### src/rtl/karatsuba_pkg.sv
// Shared definitions for the Karatsuba multiplier front end.
//   W_IN   : operand width (only 8 is supported)
//   W_NIB  : half-operand width
//   W_PROD : width of the A/B product outputs (zero-extended)
//   W_SUM  : width of the D nibble-sum output
//   state_t: sequencer states of karatsuba_factor_unit
package karatsuba_pkg;

    localparam int unsigned W_IN   = 8;
    localparam int unsigned W_NIB  = W_IN / 2;
    localparam int unsigned W_PROD = 10;
    localparam int unsigned W_SUM  = W_NIB + 1;

    typedef enum logic [1:0] {
        IDLE = 2'd0,
        CALC = 2'd1,
        DONE = 2'd2
    } state_t;

endpackage

### src/rtl/karatsuba_factor_unit_nibble_shift_add_mul.sv
// One step of a 4x4 shift-add multiplier.
//   multiplicand : 4-bit operand that is shifted and added
//   multiplier   : 4-bit operand whose bit 'index' selects the add
//   index        : current bit position (0..3)
//   acc          : accumulator value before this step
//   acc_next     : accumulator value after this step
module nibble_shift_add_mul
    import karatsuba_pkg::*;
(
    input  logic [W_NIB-1:0] multiplicand,
    input  logic [W_NIB-1:0] multiplier,
    input  logic [1:0]       index,
    input  logic [W_IN-1:0]  acc,
    output logic [W_IN-1:0]  acc_next
);

    logic [W_IN-1:0] partial;

    always_comb begin
        partial = '0;
        if (multiplier[index]) begin
            partial = {{(W_IN - W_NIB){1'b0}}, multiplicand} << index;
        end
        // Largest sum is 15*15 = 225, so the 8-bit accumulator never overflows.
        acc_next = acc + partial;
    end

endmodule

### src/rtl/karatsuba_factor_unit.sv
// Sequential front end of the 8x8 Karatsuba multiplier.
// Splits X and Y into nibbles and produces A = Xl*Yl, B = Xh*Yh (4-cycle
// shift-add each) and D = Xh+Xl, with a start/done handshake.
//   clock : rising-edge clock
//   reset : synchronous, active-high reset
//   start : request, sampled only in IDLE
//   X, Y  : operands, captured when start is accepted
//   A, B  : nibble products, registered, zero-extended to 10 bits
//   D     : high+low nibble sum of X, registered at acceptance
//   busy  : high while the products are being formed
//   done  : one-cycle pulse when A/B/D are valid
module karatsuba_factor_unit
    import karatsuba_pkg::*;
(
    input  logic              clock,
    input  logic              reset,
    input  logic              start,
    input  logic [W_IN-1:0]   X,
    input  logic [W_IN-1:0]   Y,
    output logic [W_PROD-1:0] A,
    output logic [W_PROD-1:0] B,
    output logic [W_SUM-1:0]  D,
    output logic              busy,
    output logic              done
);

    state_t          state;
    logic [W_IN-1:0] x_reg;
    logic [W_IN-1:0] y_reg;
    logic [W_IN-1:0] acc_a;
    logic [W_IN-1:0] acc_b;
    logic [W_IN-1:0] acc_a_next;
    logic [W_IN-1:0] acc_b_next;
    logic [1:0]      bit_idx;

    nibble_shift_add_mul mul_low (
        .multiplicand (x_reg[W_NIB-1:0]),
        .multiplier   (y_reg[W_NIB-1:0]),
        .index        (bit_idx),
        .acc          (acc_a),
        .acc_next     (acc_a_next)
    );

    nibble_shift_add_mul mul_high (
        .multiplicand (x_reg[W_IN-1:W_NIB]),
        .multiplier   (y_reg[W_IN-1:W_NIB]),
        .index        (bit_idx),
        .acc          (acc_b),
        .acc_next     (acc_b_next)
    );

    always_ff @(posedge clock) begin
        if (reset) begin
            state   <= IDLE;
            x_reg   <= '0;
            y_reg   <= '0;
            acc_a   <= '0;
            acc_b   <= '0;
            bit_idx <= '0;
            A       <= '0;
            B       <= '0;
            D       <= '0;
            busy    <= 1'b0;
            done    <= 1'b0;
        end else begin
            case (state)
                IDLE: begin
                    done <= 1'b0;
                    busy <= 1'b0;
                    if (start) begin
                        x_reg   <= X;
                        y_reg   <= Y;
                        // Carry of the nibble sum lands in D[4].
                        D       <= {1'b0, X[W_IN-1:W_NIB]} + {1'b0, X[W_NIB-1:0]};
                        acc_a   <= '0;
                        acc_b   <= '0;
                        bit_idx <= '0;
                        busy    <= 1'b1;
                        state   <= CALC;
                    end
                end
                CALC: begin
                    acc_a   <= acc_a_next;
                    acc_b   <= acc_b_next;
                    bit_idx <= bit_idx + 2'd1;
                    if (bit_idx == 2'd3) begin
                        // Take the post-step value so A/B land on the final CALC edge.
                        A     <= {{(W_PROD - W_IN){1'b0}}, acc_a_next};
                        B     <= {{(W_PROD - W_IN){1'b0}}, acc_b_next};
                        busy  <= 1'b0;
                        done  <= 1'b1;
                        state <= DONE;
                    end
                end
                DONE: begin
                    done  <= 1'b0;
                    state <= IDLE;
                end
                default: begin
                    busy  <= 1'b0;
                    done  <= 1'b0;
                    state <= IDLE;
                end
            endcase
        end
    end

endmodule

### config.mk
export PLATFORM = sky130hd
export DESIGN_NAME = karatsuba_factor_unit
export DESIGN_NICKNAME = d
export VERILOG_FILES = /design/src/rtl/karatsuba_pkg.sv /design/src/rtl/karatsuba_factor_unit_nibble_shift_add_mul.sv /design/src/rtl/karatsuba_factor_unit.sv
export SDC_FILE = /design/constraint.sdc
export NUM_CORES = 1
export LEC_CHECK = 0
export ABC_AREA = 1
export CORE_MARGIN = 5
export CORE_UTILIZATION = 57
export CTS_BUF_LIST = sky130_fd_sc_hd__clkbuf_2 sky130_fd_sc_hd__clkbuf_4 sky130_fd_sc_hd__clkbuf_8
export CTS_CLUSTER_SIZE = 24
export DETAILED_ROUTE_END_ITERATION = 8
export PLACE_DENSITY_LB_ADDON = 0.1
export REMOVE_ABC_BUFFERS = 1
export SETUP_SLACK_MARGIN = 0.1
export SLEW_MARGIN = 20
export SYNTH_ARGS = -nofsm -noshare
export SYNTH_HDL_FRONTEND = slang
export SYNTH_HIERARCHICAL = 1
export SYNTH_SLANG_ARGS = --single-unit
### constraint.sdc
create_clock -name clock -period 2.3 [get_ports clock]
set_clock_uncertainty 0.05 [all_clocks]
set_input_delay 0.46 -clock clock [delete_from_list [all_inputs] [get_ports clock]]
set_output_delay 0.46 -clock clock [all_outputs]
set_load 0.01 [all_outputs]
# Word-level counts from Yosys, hierarchy flattened
# Cells that the tools add are included.
# classes
n_lt_le_gt_ge	1
mux	17
shift	2
bitwise	2
reduce_logical	8
n_addsub	4
n_eq_ne	5
# op_table
cell	n
$pmux 8 s2	2
$mux 8	3
$add 8x8->8	2
$shl 4x2->8	2
$reduce_and 2->1	5
$pmux 2 s2	2
$mux 2	3
$add 4x4->5	1
$bmux 1 s2	2
$eq 2x2->1 const B	2
$mux 1	4
$ne 2x2->1 const B	2
$lt 2x3->1 const B	1
$pmux 1 s3	1
$add 2x1->2 const B	1
$eq 2x1->1 const B	1
$logic_not 2->1	1
$not 1->1	2
$reduce_bool 2->1	1
$reduce_or 2->1	1
# word_totals
register_bits	59
word_cells	50

# Logic depth before layout (Yosys ltp)
# logic_depth
depth_word	5
ltp_mapped	17
ltp_nobuf	16

# Modules after synthesis
# Netlist, hierarchy kept.
# by_module_without_submodules
mod	n_inst	area_each_um2	cells_per_inst
karatsuba_factor_unit	1	2383.5	269
nibble_shift_add_mul	2	511.7	96

# Worst setup path after synthesis
# OpenSTA, ideal clock, no wires.
# synth_timing
path_type	reg2reg
from	register bit_idx[0]
to	register A[6]
arrival_time_ns	1.984
t_required_ns	2.181
path_buffers	1
setup_ns	0.069
setup_slack_ns	0.197
stages_incl_launch_ff	18
cell_sequence	dfxtp_1 -> buf_6 -> nor2_2 -> nor2_2 -> o21ai_2 -> nor2_1 -> ha_1 -> inv_1 -> fa_1 -> inv_1 -> nand2_1 -> nand2_1 -> nand3_1 -> nand2_1 -> nand2_1 -> nand2_1 -> inv_1 -> o21ai_1
# synth_via
elab_chain_cells	4
word_cells_on_any_way	7
# synth_lines
element	line_no	source
from (decl)	karatsuba_factor_unit.sv:34	logic [1:0] bit_idx;
from (signal assigned)	karatsuba_factor_unit.sv:85	bit_idx <= bit_idx + 2'd1;
$bmux 1 s2	karatsuba_factor_unit_nibble_shift_add_mul.sv:21	if (multiplier[index]) begin
$mux 1 (implied by the code)	karatsuba_factor_unit_nibble_shift_add_mul.sv:21	
$mux 8 *	karatsuba_factor_unit_nibble_shift_add_mul.sv:21	
$add 8x8->8 *	karatsuba_factor_unit_nibble_shift_add_mul.sv:25	acc_next = acc + partial;
net acc_a_next[6]	karatsuba_factor_unit.sv:32	logic [W_IN-1:0] acc_a_next;
to (signal assigned)	karatsuba_factor_unit.sv:88	A <= {{(W_PROD - W_IN){1'b0}}, acc_a_next};
to (decl)	karatsuba_factor_unit.sv:20	output logic [W_PROD-1:0] A,
# Mark *: on every way through the listed nets, which the timed path passes. The rest lies on a longest branch. The select of a mux whose other input is x is not followed.
# A chain may end at the register's enable or synchronous reset.

# Worst setup path after layout
# layout_timing
from	register bit_idx[0]
to	register acc_a[4]
# layout_via
elab_chain_cells	5
word_cells_on_any_way	6
# layout_lines
element	line_no	source
$bmux 1 s2	karatsuba_factor_unit_nibble_shift_add_mul.sv:21	
$mux 1 (implied by the code)	karatsuba_factor_unit_nibble_shift_add_mul.sv:21	
$mux 8 *	karatsuba_factor_unit_nibble_shift_add_mul.sv:21	
$add 8x8->8 *	karatsuba_factor_unit_nibble_shift_add_mul.sv:25	
net acc_a_next[4]	karatsuba_factor_unit.sv:32	
$pmux 8 s2 *	karatsuba_factor_unit.sv:66	case (state)
to (signal assigned)	karatsuba_factor_unit.sv:83	acc_a <= acc_a_next;
to (decl)	karatsuba_factor_unit.sv:30	logic [W_IN-1:0] acc_a;
# Marks and branches as above.

==> out/qor.csv <==
metric;value;unit
synth_top_family_by_area;simple AND/OR/NAND/NOR gates;
power_frac_comb;16.4;%
vias;3018;
wirelength;7.72;mm
grt_pass1_wl;12.6;mm
power_density;564;mW/mm^2
first_pass_iters;7;
io_buffers;41;
synthTopCellsByArea;dfxtp_1 (35%), nand2_1 (8.7%), ha_1 (7.0%), inv_1 (6.8%), nand3_1 (5.9%);
synth-edff-count;0;
rsz0062_at_grt;true;
final_core_util;71.5;%
die_y;87.3;um
areaGrowthSynthToFinish;22.7;%
die-area;0.00762;sq mm
synthAdderAreaFrac;8.74;%
crit_required;2520;ps
post-place-ws;-13.9;ps
start_util;58.2;%
ctsHoldBuffers;0;
yosysTopAreaCell;dfxtp_1;
cts_root_buffer;clkbuf_8;
dp.cells;570;
coreArea;0.00585;sq mm
cts.sinks;59;
use_met2;31.5;%
ys_ff_latch;59;
synthXorXnorAreaFrac;1.80;%
grt_overflow;0;
finalCritPeriodShare;97.2;%
cp-start-kind;flop;
clkLatencyLatePin;340;ps
hold_class;flop to flop;
yosys.area.top_type_share;34.7;%
grt_max_degree;20;
finalMaxSlewViolations;0;
route.detailed.wl_per_inst;13.1;um
hold_viol_final;0;
finalNonFillerCells;591;
antenna_found_initial;0;
nFillCells;474;
peakVddDrop;0.444;mV
grt_use_met3;3.41;%
p_clk_share;37.1;%
synth_area_per_cell;7.39;sq um
synth-simple-area-share;28.9;%
end_kind;flop;
cap_violations;0;
syn_area;0.00341;sq mm
synthFlopType;dfxtp_1;
critical_path_class;flop to flop;
synthMuxAreaShare;0;%
status;completed;
seqPwrFrac;46.5;%
layout.nets;553;
grtUsageTotal;20.9;%
postLayoutCellArea;0.00418;sq mm
total_power;2.36;mW
clk_path_buf_depth;2;
drtIter0Drc;112;
htree_levels;3;
postPlaceCellArea;0.00385;sq mm
path_max_fanout;6;
arrival;2460;ps
leakage;1.79;nW
fin_ws;63.6;ps
use_met1;28.2;%
async_flop_share;0;%
drc;0;
finalCriticalPeriod;2240;ps
via_per_inst;5.11;
num_rows;28;
detail-route-antenna-nets;0;
final_common_cell;nand2_1;
layout_common_cells;nand2_1 (76), inv_1 (59), dfxtp_1 (58), nor2_1 (46), clkdlybuf4s50_1 (41);
cts_tree;done;
synth_compound_area_share;13.6;%
diodes;0;
p_sw_share;27.7;%
yosysSeqAreaShare;34.7;%
postSynthCellCount;461;
grt_pass1_vias;2810;
max_freq;447;MHz
power.internal;1.71;mW
die_w;87.3;um
place.gp.congestion;0.873;
layout-drive-gt1-share;19.4;%
top_usage_layer;met2;
yosys_warnings;6;
switchingPower;652;uW
pin_count;46;
path_clk_slew;70;ps
setup_viol;0;
hpwl;5.37;mm
cts_made_buffers;9;
synth_cell_types;31;
## power groups by stage
stage | clock network, mW | logic [mW] | registers (mW)
floorplan | 0 | 0.224 | 1.12
global placement | 0 | 0.353 | 1.12
detailed placement | 0 | 0.360 | 1.12
CTS | 0.887 | 0.369 | 1.09
global route | 0.937 | 0.434 | 1.10
finish | 0.875 | 0.388 | 1.10
## per-stage QoR
step                      hold slack (ps)  TNS, ps
final                                 414        0
after global routing                  435    -98.2
after CTS                             417        0
after detailed placement              408    -13.9
after global placement                405        0
after floorplan                       398    -1370
## area by class of cell
class | count | area (sq um) | share of cell area, %
Clock inverter | 2 | 10.0 | 0.239
Inverter | 69 | 260 | 6.22
Multi-Input combinational cell | 317 | 1920 | 45.9
Tap cell | 75 | 93.8 | 2.24
Clock buffer | 13 | 173 | 4.13
Timing Repair Buffer | 56 | 541 | 12.9
Sequential cell | 59 | 1180 | 28.3
## final timing paths
| check | startpoint | endpoint | slack [ps] | depth (start not counted) |
|---|---|---|---|---|
| max reg2reg | bit_idx[0]$_SDFFE_PP0P_ | acc_a[4]$_SDFFE_PP0P_ | 60 | 15 |
| min reg2reg | A[7]$_SDFFE_PP0P_ | A[7]$_SDFFE_PP0P_ | 410 | 2 |
| min | A[7]$_SDFFE_PP0P_ | A[7]$_SDFFE_PP0P_ | 410 | 2 |
| max | bit_idx[0]$_SDFFE_PP0P_ | acc_a[4]$_SDFFE_PP0P_ | 60 | 15 |
## Yosys cell counts (3+ instances only)
library cell / instances
a21oi_1: 18
buf_4: 10
buf_6: 4
clkbuf_1: 3
dfxtp_1: 59
fa_1: 3
ha_1: 19
inv_1: 62
inv_2: 4
nand2_1: 79
nand2_2: 4
nand3_1: 40
nand3_2: 10
nor2_1: 48
nor2_2: 9
o21ai_0: 38
o21ai_1: 12
o21ai_2: 14
or2_1: 4
xnor2_1: 7
## critical path: stages (launching register included)
cell and delay (ps):
dfxtp_4 380, buf_6 120, nor2_2 40, nor2_2 110, o21ai_2 80, nor2_1 130, ha_2 200, inv_2 40
fa_2 360, inv_2 70, nand2_2 50, nand2_2 90, nand2_2 70, xnor2_2 150, inv_1 90, o21ai_2 120
## timing repair
item	in CTS	in global routing
endpoints found under the setup margin	12	19
gates resized for setup	5	26
buffers inserted	2	3
cloned	0	1
pin swaps	0	11
## logic make-up after synthesis
group / Yosys count
AND/OR/NAND/NOR: 202
buffers and inverters: 88
AO/OA/AOI/OAI: 82
flip-flops: 59
adder cells (fa/ha/maj): 22
XOR/XNOR: 7
other: 1
## per-layer routing
metal	wire length [um]	vias to the layer above
met5	0	-
met4	174	0
met3	307	16
met2	3610	72
met1	3630	1361
li1	-	1569
Note: power is estimated with default switching activity, not from simulation.
